[config.mk]
export PLATFORM = sky130hd
export DESIGN_NAME = fmap_serializer_flat
export DESIGN_NICKNAME = d
export VERILOG_FILES = /design/src/rtl/fmap_serializer_if.sv /design/src/rtl/fmap_serializer.sv /design/src/flat_wrapper.sv
export SDC_FILE = /design/constraint.sdc
export NUM_CORES = 1
export LEC_CHECK = 0
export ABC_AREA = 1
export CELL_PAD_IN_SITES_DETAIL_PLACEMENT = 1
export CELL_PAD_IN_SITES_GLOBAL_PLACEMENT = 2
export CORE_MARGIN = 1
export CORE_UTILIZATION = 34
export DETAILED_ROUTE_END_ITERATION = 8
export GPL_TIMING_DRIVEN = 0
export PLACE_DENSITY_LB_ADDON = 0.1
export SLEW_MARGIN = 20
export SYNTH_ARGS = -nofsm -noshare
export SYNTH_HDL_FRONTEND = slang
export SYNTH_SLANG_ARGS = --single-unit
export TNS_END_PERCENT = 1
[constraint.sdc]
create_clock -name clk -period 74.4 [get_ports clk]
set_clock_uncertainty 0.15 [all_clocks]
set_input_delay 7.44 -clock clk [delete_from_list [all_inputs] [get_ports clk]]
set_output_delay 7.44 -clock clk [all_outputs]
set_load 0.02 [all_outputs]
[src/rtl/fmap_serializer_if.sv]
// rtl/fmap_serializer_if.sv - valid/ready beat bus carrying feature-map words with their coordinates
interface fmap_serializer_if #(
    parameter int DATA_W = 16
);
    logic              m_valid;
    logic              m_ready;
    logic [DATA_W-1:0] m_data;
    logic [2:0]        m_row;
    logic [2:0]        m_col;
    logic              m_last;

    modport master (
        output m_valid,
        output m_data,
        output m_row,
        output m_col,
        output m_last,
        input  m_ready
    );

    modport slave (
        input  m_valid,
        input  m_data,
        input  m_row,
        input  m_col,
        input  m_last,
        output m_ready
    );
endinterface

[src/rtl/fmap_serializer.sv]
// rtl/fmap_serializer.sv - snapshots a feature map and streams it in raster order; FMAP_SER_CROP_EN streams only the valid conv region
module fmap_serializer #(
    parameter int DATA_W = 16,
    parameter int ROWS   = 6,
    parameter int COLS   = 6
) (
    input  logic              clk,
    input  logic              rst,
    input  logic              start,
    input  logic [DATA_W-1:0] feature_map_in [0:ROWS*COLS-1],
    output logic              busy,
    output logic              frame_done,
    fmap_serializer_if.master m
);

`ifdef FMAP_SER_CROP_EN
    // Only the unpadded region of the 3x3 convolution output is streamed and stored.
    localparam int S_ROWS = ROWS - 2;
    localparam int S_COLS = COLS - 2;
`else
    localparam int S_ROWS = ROWS;
    localparam int S_COLS = COLS;
`endif
    localparam int S_WORDS = S_ROWS * S_COLS;
    localparam int IDX_W   = $clog2(S_WORDS);
    localparam logic [2:0] LAST_ROW = 3'(S_ROWS - 1);
    localparam logic [2:0] LAST_COL = 3'(S_COLS - 1);

    typedef enum logic {
        IDLE,
        STREAM
    } state_t;

    state_t            state_q;
    logic [DATA_W-1:0] shadow_q [0:S_WORDS-1];
    logic [DATA_W-1:0] data_q;
    logic [2:0]        row_q;
    logic [2:0]        col_q;
    logic              valid_q;
    logic              last_q;
    logic              busy_q;
    logic              done_q;

    logic [2:0]        row_d;
    logic [2:0]        col_d;
    logic [IDX_W-1:0]  idx_d;
    logic              last_d;

    // Next raster position and its shadow index; only consumed on a non-final handshake.
    always_comb begin
        row_d = row_q;
        col_d = col_q + 3'd1;
        if (col_q == LAST_COL) begin
            col_d = 3'd0;
            row_d = row_q + 3'd1;
        end
        idx_d  = IDX_W'(row_d) * IDX_W'(S_COLS) + IDX_W'(col_d);
        last_d = (row_d == LAST_ROW) && (col_d == LAST_COL);
    end

    // Shadow bank capture on an accepted start; never cleared so reset costs no extra logic.
    always_ff @(posedge clk) begin
        if (!rst && state_q == IDLE && start) begin
            for (int r = 0; r < S_ROWS; r++) begin
                for (int c = 0; c < S_COLS; c++) begin
                    shadow_q[r*S_COLS + c] <= feature_map_in[r*COLS + c];
                end
            end
        end
    end

    // Control FSM with registered beat outputs; word 0 is taken straight from the input at capture.
    always_ff @(posedge clk) begin
        if (rst) begin
            state_q <= IDLE;
            data_q  <= '0;
            row_q   <= '0;
            col_q   <= '0;
            valid_q <= 1'b0;
            last_q  <= 1'b0;
            busy_q  <= 1'b0;
            done_q  <= 1'b0;
        end else begin
            done_q <= 1'b0;
            case (state_q)
                IDLE: begin
                    if (start) begin
                        state_q <= STREAM;
                        data_q  <= feature_map_in[0];
                        row_q   <= '0;
                        col_q   <= '0;
                        valid_q <= 1'b1;
                        last_q  <= (S_WORDS == 1);
                        busy_q  <= 1'b1;
                    end
                end
                STREAM: begin
                    if (m.m_ready) begin
                        if (last_q) begin
                            state_q <= IDLE;
                            data_q  <= '0;
                            row_q   <= '0;
                            col_q   <= '0;
                            valid_q <= 1'b0;
                            last_q  <= 1'b0;
                            busy_q  <= 1'b0;
                            done_q  <= 1'b1;
                        end else begin
                            data_q <= shadow_q[idx_d];
                            row_q  <= row_d;
                            col_q  <= col_d;
                            last_q <= last_d;
                        end
                    end
                end
                default: state_q <= IDLE;
            endcase
        end
    end

    assign busy       = busy_q;
    assign frame_done = done_q;
    assign m.m_valid  = valid_q;
    assign m.m_data   = data_q;
    assign m.m_row    = row_q;
    assign m.m_col    = col_q;
    assign m.m_last   = last_q;

endmodule

[src/flat_wrapper.sv]
// flat-port wrapper written by rule: the top's interface ports become plain ports
module fmap_serializer_flat 
#(
    parameter int DATA_W = 16,
    parameter int ROWS   = 6,
    parameter int COLS   = 6
)
  (clk, rst, start, feature_map_in, busy, frame_done, m_m_valid, m_m_data, m_m_row, m_m_col, m_m_last, m_m_ready);
  fmap_serializer_if #(.DATA_W(DATA_W)) m_i ();
  input  logic clk;
  input  logic rst;
  input  logic start;
  input  logic [DATA_W-1:0] feature_map_in[0:ROWS*COLS-1];
  output logic busy;
  output logic frame_done;
  output wire logic [$bits(m_i.m_valid)-1:0] m_m_valid;
  output wire logic [$bits(m_i.m_data)-1:0] m_m_data;
  output wire logic [$bits(m_i.m_row)-1:0] m_m_row;
  output wire logic [$bits(m_i.m_col)-1:0] m_m_col;
  output wire logic [$bits(m_i.m_last)-1:0] m_m_last;
  input wire logic [$bits(m_i.m_ready)-1:0] m_m_ready;
  assign m_m_valid = m_i.m_valid;
  assign m_m_data = m_i.m_data;
  assign m_m_row = m_i.m_row;
  assign m_m_col = m_i.m_col;
  assign m_m_last = m_i.m_last;
  assign m_i.m_ready = m_m_ready;
  fmap_serializer #(.DATA_W(DATA_W), .ROWS(ROWS), .COLS(COLS)) u_core (.clk(clk), .rst(rst), .start(start), .feature_map_in(feature_map_in), .busy(busy), .frame_done(frame_done), .m(m_i));
endmodule
* Word-level counts from Yosys, hierarchy flattened
Memories as Yosys holds them, arrays and structs flattened.
Cells that the tools add are included.
** Storage, ports and cells
- Output and inout bits :: 26
- Logic and storage cells :: 55
- Memories :: 1
- Register bits after elaboration :: 26
- Bits of input ports :: 580
- RAM bits :: 576
** Operators by class
- Bitwise gates (word level) :: 2
- Equality and inequality tests :: 6
- Multiply operators :: 1
- Reduce and logical (&&, ||, !) cells :: 7
- Add/sub/neg operators :: 3
- Mux-type cells :: 28
** Memories
- u_core.shadow_q :: words 36, bits a word 16, rd ports 1, clocked after Yosys merged registers in 0, wr ports 36, line fmap_serializer.sv:35 : logic [DATA_W-1:0] shadow_q [0:S_WORDS-1];
** Operators by type and width (number)
- $mux 16 :: 3
- $pmux 16 s2 :: 1
- $mux 3 :: 7
- $mux 1 :: 12
- $pmux 3 s2 :: 2
- $eq 3x3->1 const B :: 3
- $add 3x1->3 const B :: 2
- $add 6x3->6 :: 1
- $ne 2x2->1 const B :: 3
- $pmux 1 s2 :: 3
- $mul 3x2->5 const B :: 1
- $logic_and 1x1->1 :: 3
- $reduce_and 3->1 :: 1
- $reduce_or 3->1 :: 1
- $not 1->1 :: 2
- $reduce_and 2->1 :: 1
- $logic_not 1->1 :: 1

* Depth between registers and ports, before layout
An unclocked memory read counts as a cell.
- Word-level depth :: 8
- Depth in mapped cells :: 20
- Gate-level depth less buffers :: 17

* Least setup slack after synthesis
OpenSTA, ideal clock, no wires.
- Kind :: input to register
- From :: input start
- To :: memory u_core.shadow_q[0][0], enable pin
- Arrival :: 31.677 ns
- Path slack :: 41.041 ns
- Stages :: 5
- Buffers on the path :: 1
- Library setup time :: 1.531 ns
- Cell sequence :: inv_1 nor2_1 inv_2 clkbuf_1 nor2_1
** RTL lines
- start: declaration :: line flat_wrapper.sv:12 : input logic start;
- end: declaration :: line fmap_serializer.sv:35

==> out/results.tsv <==
metric	value	unit
status	completed	
Max Cap Viol	0	
Worst Reg-to-Reg Cells	19	
Mapped Cells	2101	
RSZ-0062 raised after global routing	false	
GR Overflow Total	0	
Final period util	14.21	%
Reg clk slew, reported paths	50	ps
Yosys reg bits	602	
crit path max-delay cell type	nor2_4	
CP max FO	30	
placed cells	3679	
WL per Instance	26.38	microns
Via-to-Cell Ratio	5.045	
Max Slew Vio Count	0	
final wirelength	100600	microns
Worst Hold Depth	2	
Layout Cells excl Fill	3816	
Slew headroom	24.82	%
Boundary Pins	606	
Layout Area Growth over Synthesis	41.29	%
hold slack	359.4	ps
largest net degree at the start of global routing	31	
Final setup viols	0	
Pwr Density	24.46	nW/um^2
hold_buf cts	0	
gr usage total	26.95	%
CORE AREA	71730	sq um
slowest cell delay on critical path	490	ps
initial core utilization	34.49	%
syn nets	2689	
most frequent cells in the layout	nand2_1 (772), clkdlybuf4s50_1 (604), edfxtp_1 (576)	
Setup crit end kind	flip-flop	
fin crit period	10570	ps
Max clock buf depth	3	
Setup CP Type	in2reg	
layout cell share with drive strength beyond 1	9.307	%
# DRC	0	
post-DP HPWL	77620	microns
Final Hold Vio Count	0	
Ys Warns	0	
CTS tree	done	
Cell Chain, Critical Path	clkdlybuf4s50_1 -> inv_1 -> nor2_1 -> inv_2 -> clkbuf_1 -> nor2_4 -> buf_12 -> buf_12 -> buf_16 -> buf_12 -> buf_16 -> buf_12 -> buf_16 -> buf_12	
first-pass GRT wire length	141100	microns
final setup slack of the worst path	63830	ps
Num CTS Buffers	71	
Post-CTS Repair Setup Buffers	0	
CP Depth	14	
clk root buf	clkbuf_16	
Leak	0.01287	uW
later-pin clock latency in the skew report	630	ps
initial antenna violation count	16	
worst min path class	reg2reg	
H-tree level count	3	
antenna-violating nets left	0	
die width	271.8	microns
Initial DRT Pass Iterations	5	
Final Util	48.74	%
most common cell after layout, fill and taps aside	nand2_1	
gpl congestion	0.8206	
# rows	98	
startpoint types	primary input	
vias in the first global route	20285	
Post-Syn Area per Cell	11.78	sq um
dpl ws	63200	ps
Worst IR Drop VDD	0.01979	mV
DRT iter0 DRCs	1467	
CTS Sinks	602	
Crit path top cell by count	buf_12	
setup TNS	0	ps
filler cell count in the final layout	7582	
Post-CTS Resized	0	
Die Area	73850	sq um
required time of the critical path	74570	ps
Largest delay share family, worst path	buffers and inverters	
Data arrival, critical path	10740	ps
register area share after synthesis	72.01	%
CP bufs+invs	12	
Achievable Freq	94.58	MHz
Mapped Area	24740	sq um
Distinct cells, synth	30	
Nets	3390	
flop2flop setup slack	68860	ps
port bufs	604	
worst slew pin tran	1128	ps
total number of vias	19250	
Die Y	271.8	microns
==> through the flow <==
step	total power [uW]	cell area (sq um)
6_report	855.0	34960
4_1_cts	862.8	34940
2_1_floorplan	446.3	24740
3_5_place_dp	499.4	32540
3_3_place_gp	511.3	31980
5_1_grt	880.9	34960
==> state kept, by name, indices dropped and copies added, names as in the netlist <==
signal and cells:
u_core.shadow_q 576, u_core.m.m_row 3, u_core.m.m_last 1, u_core.frame_done 1, u_core.m.m_col 3, u_core.m.m_data 16, u_core.m.m_valid 1, u_core.state_q 1
==> final cells by class <==
class                   instances  area (sq um)  area share, %
well taps                     950          1189          3.400
flip-flops and latches        602         17820          50.96
repair buffers                628          6594          18.86
diodes                          8         20.02        0.05726
clock buffers                  82          1818          5.200
multi-input cells            1345          6187          17.70
plain buffers                 126         641.9          1.836
clock inverters                47         586.8          1.679
inverters                      28         106.4         0.3042
==> worst reg2reg max path, delay by kind of cell, from the launching register on <==
family / cells / cell delay [ps]
buffers and inverters: 7 / 2800
AND/OR/NAND/NOR: 9 / 1190
adder cells (fa/ha/maj): 2 / 820
flip-flops: 1 / 370
AO/OA/AOI/OAI: 1 / 160
==> cell families (layout without fill, tap and decap cells) <==
group / after synthesis / after routing / share of synthesized area (%)
flip-flops: 602 / 602 / 72.01
adder cells (fa/ha/maj): 8 / 8 / 0.4652
other: 0 / 8 / 0
buffers and inverters: 154 / 911 / 3.014
AND/OR/NAND/NOR: 1245 / 1245 / 22.15
AO/OA/AOI/OAI: 92 / 92 / 2.357
==> cell usage after synthesis (all sizes together) <==
library cell,count,area share [%]
a21oi,39,0.94
a22oi,1,0.030
a32o,16,0.65
buf,86,2.0
clkbuf,40,0.61
clkinv,1,0.020
dfxtp,26,2.1
edfxtp,576,70
fa,2,0.16
ha,6,0.30
inv,27,0.41
nand2,787,12
nand3,442,9.6
nand4,2,0.051
nor2,13,0.24
nor3,1,0.020
o21a,1,0.030
o21ai,35,0.71
==> metal layers <==
metal	part of all wire, %	global-route usage, %	vias to the layer above
met5	0.051	0	-
met4	1.8	6.682	8
met3	4.7	3.804	111
met2	51	47.03	568
met1	43	35.14	9732
li1	-	-	8831
==> final timing paths <==
path	from	endpoint
worst max-delay path	start	u_core.shadow_q[6][14]
worst min-delay path	u_core.state_q	u_core.state_q
worst max register to register	u_core.m.m_col[0]	u_core.m.m_data[15]
worst min register to register	u_core.state_q	u_core.state_q
==> power by group <==
part	internal, uW	switching [uW]
combinational	45.5	55.6
sequential	387	3.90
clock	218	145
Power figures use the tool's default switching activity.
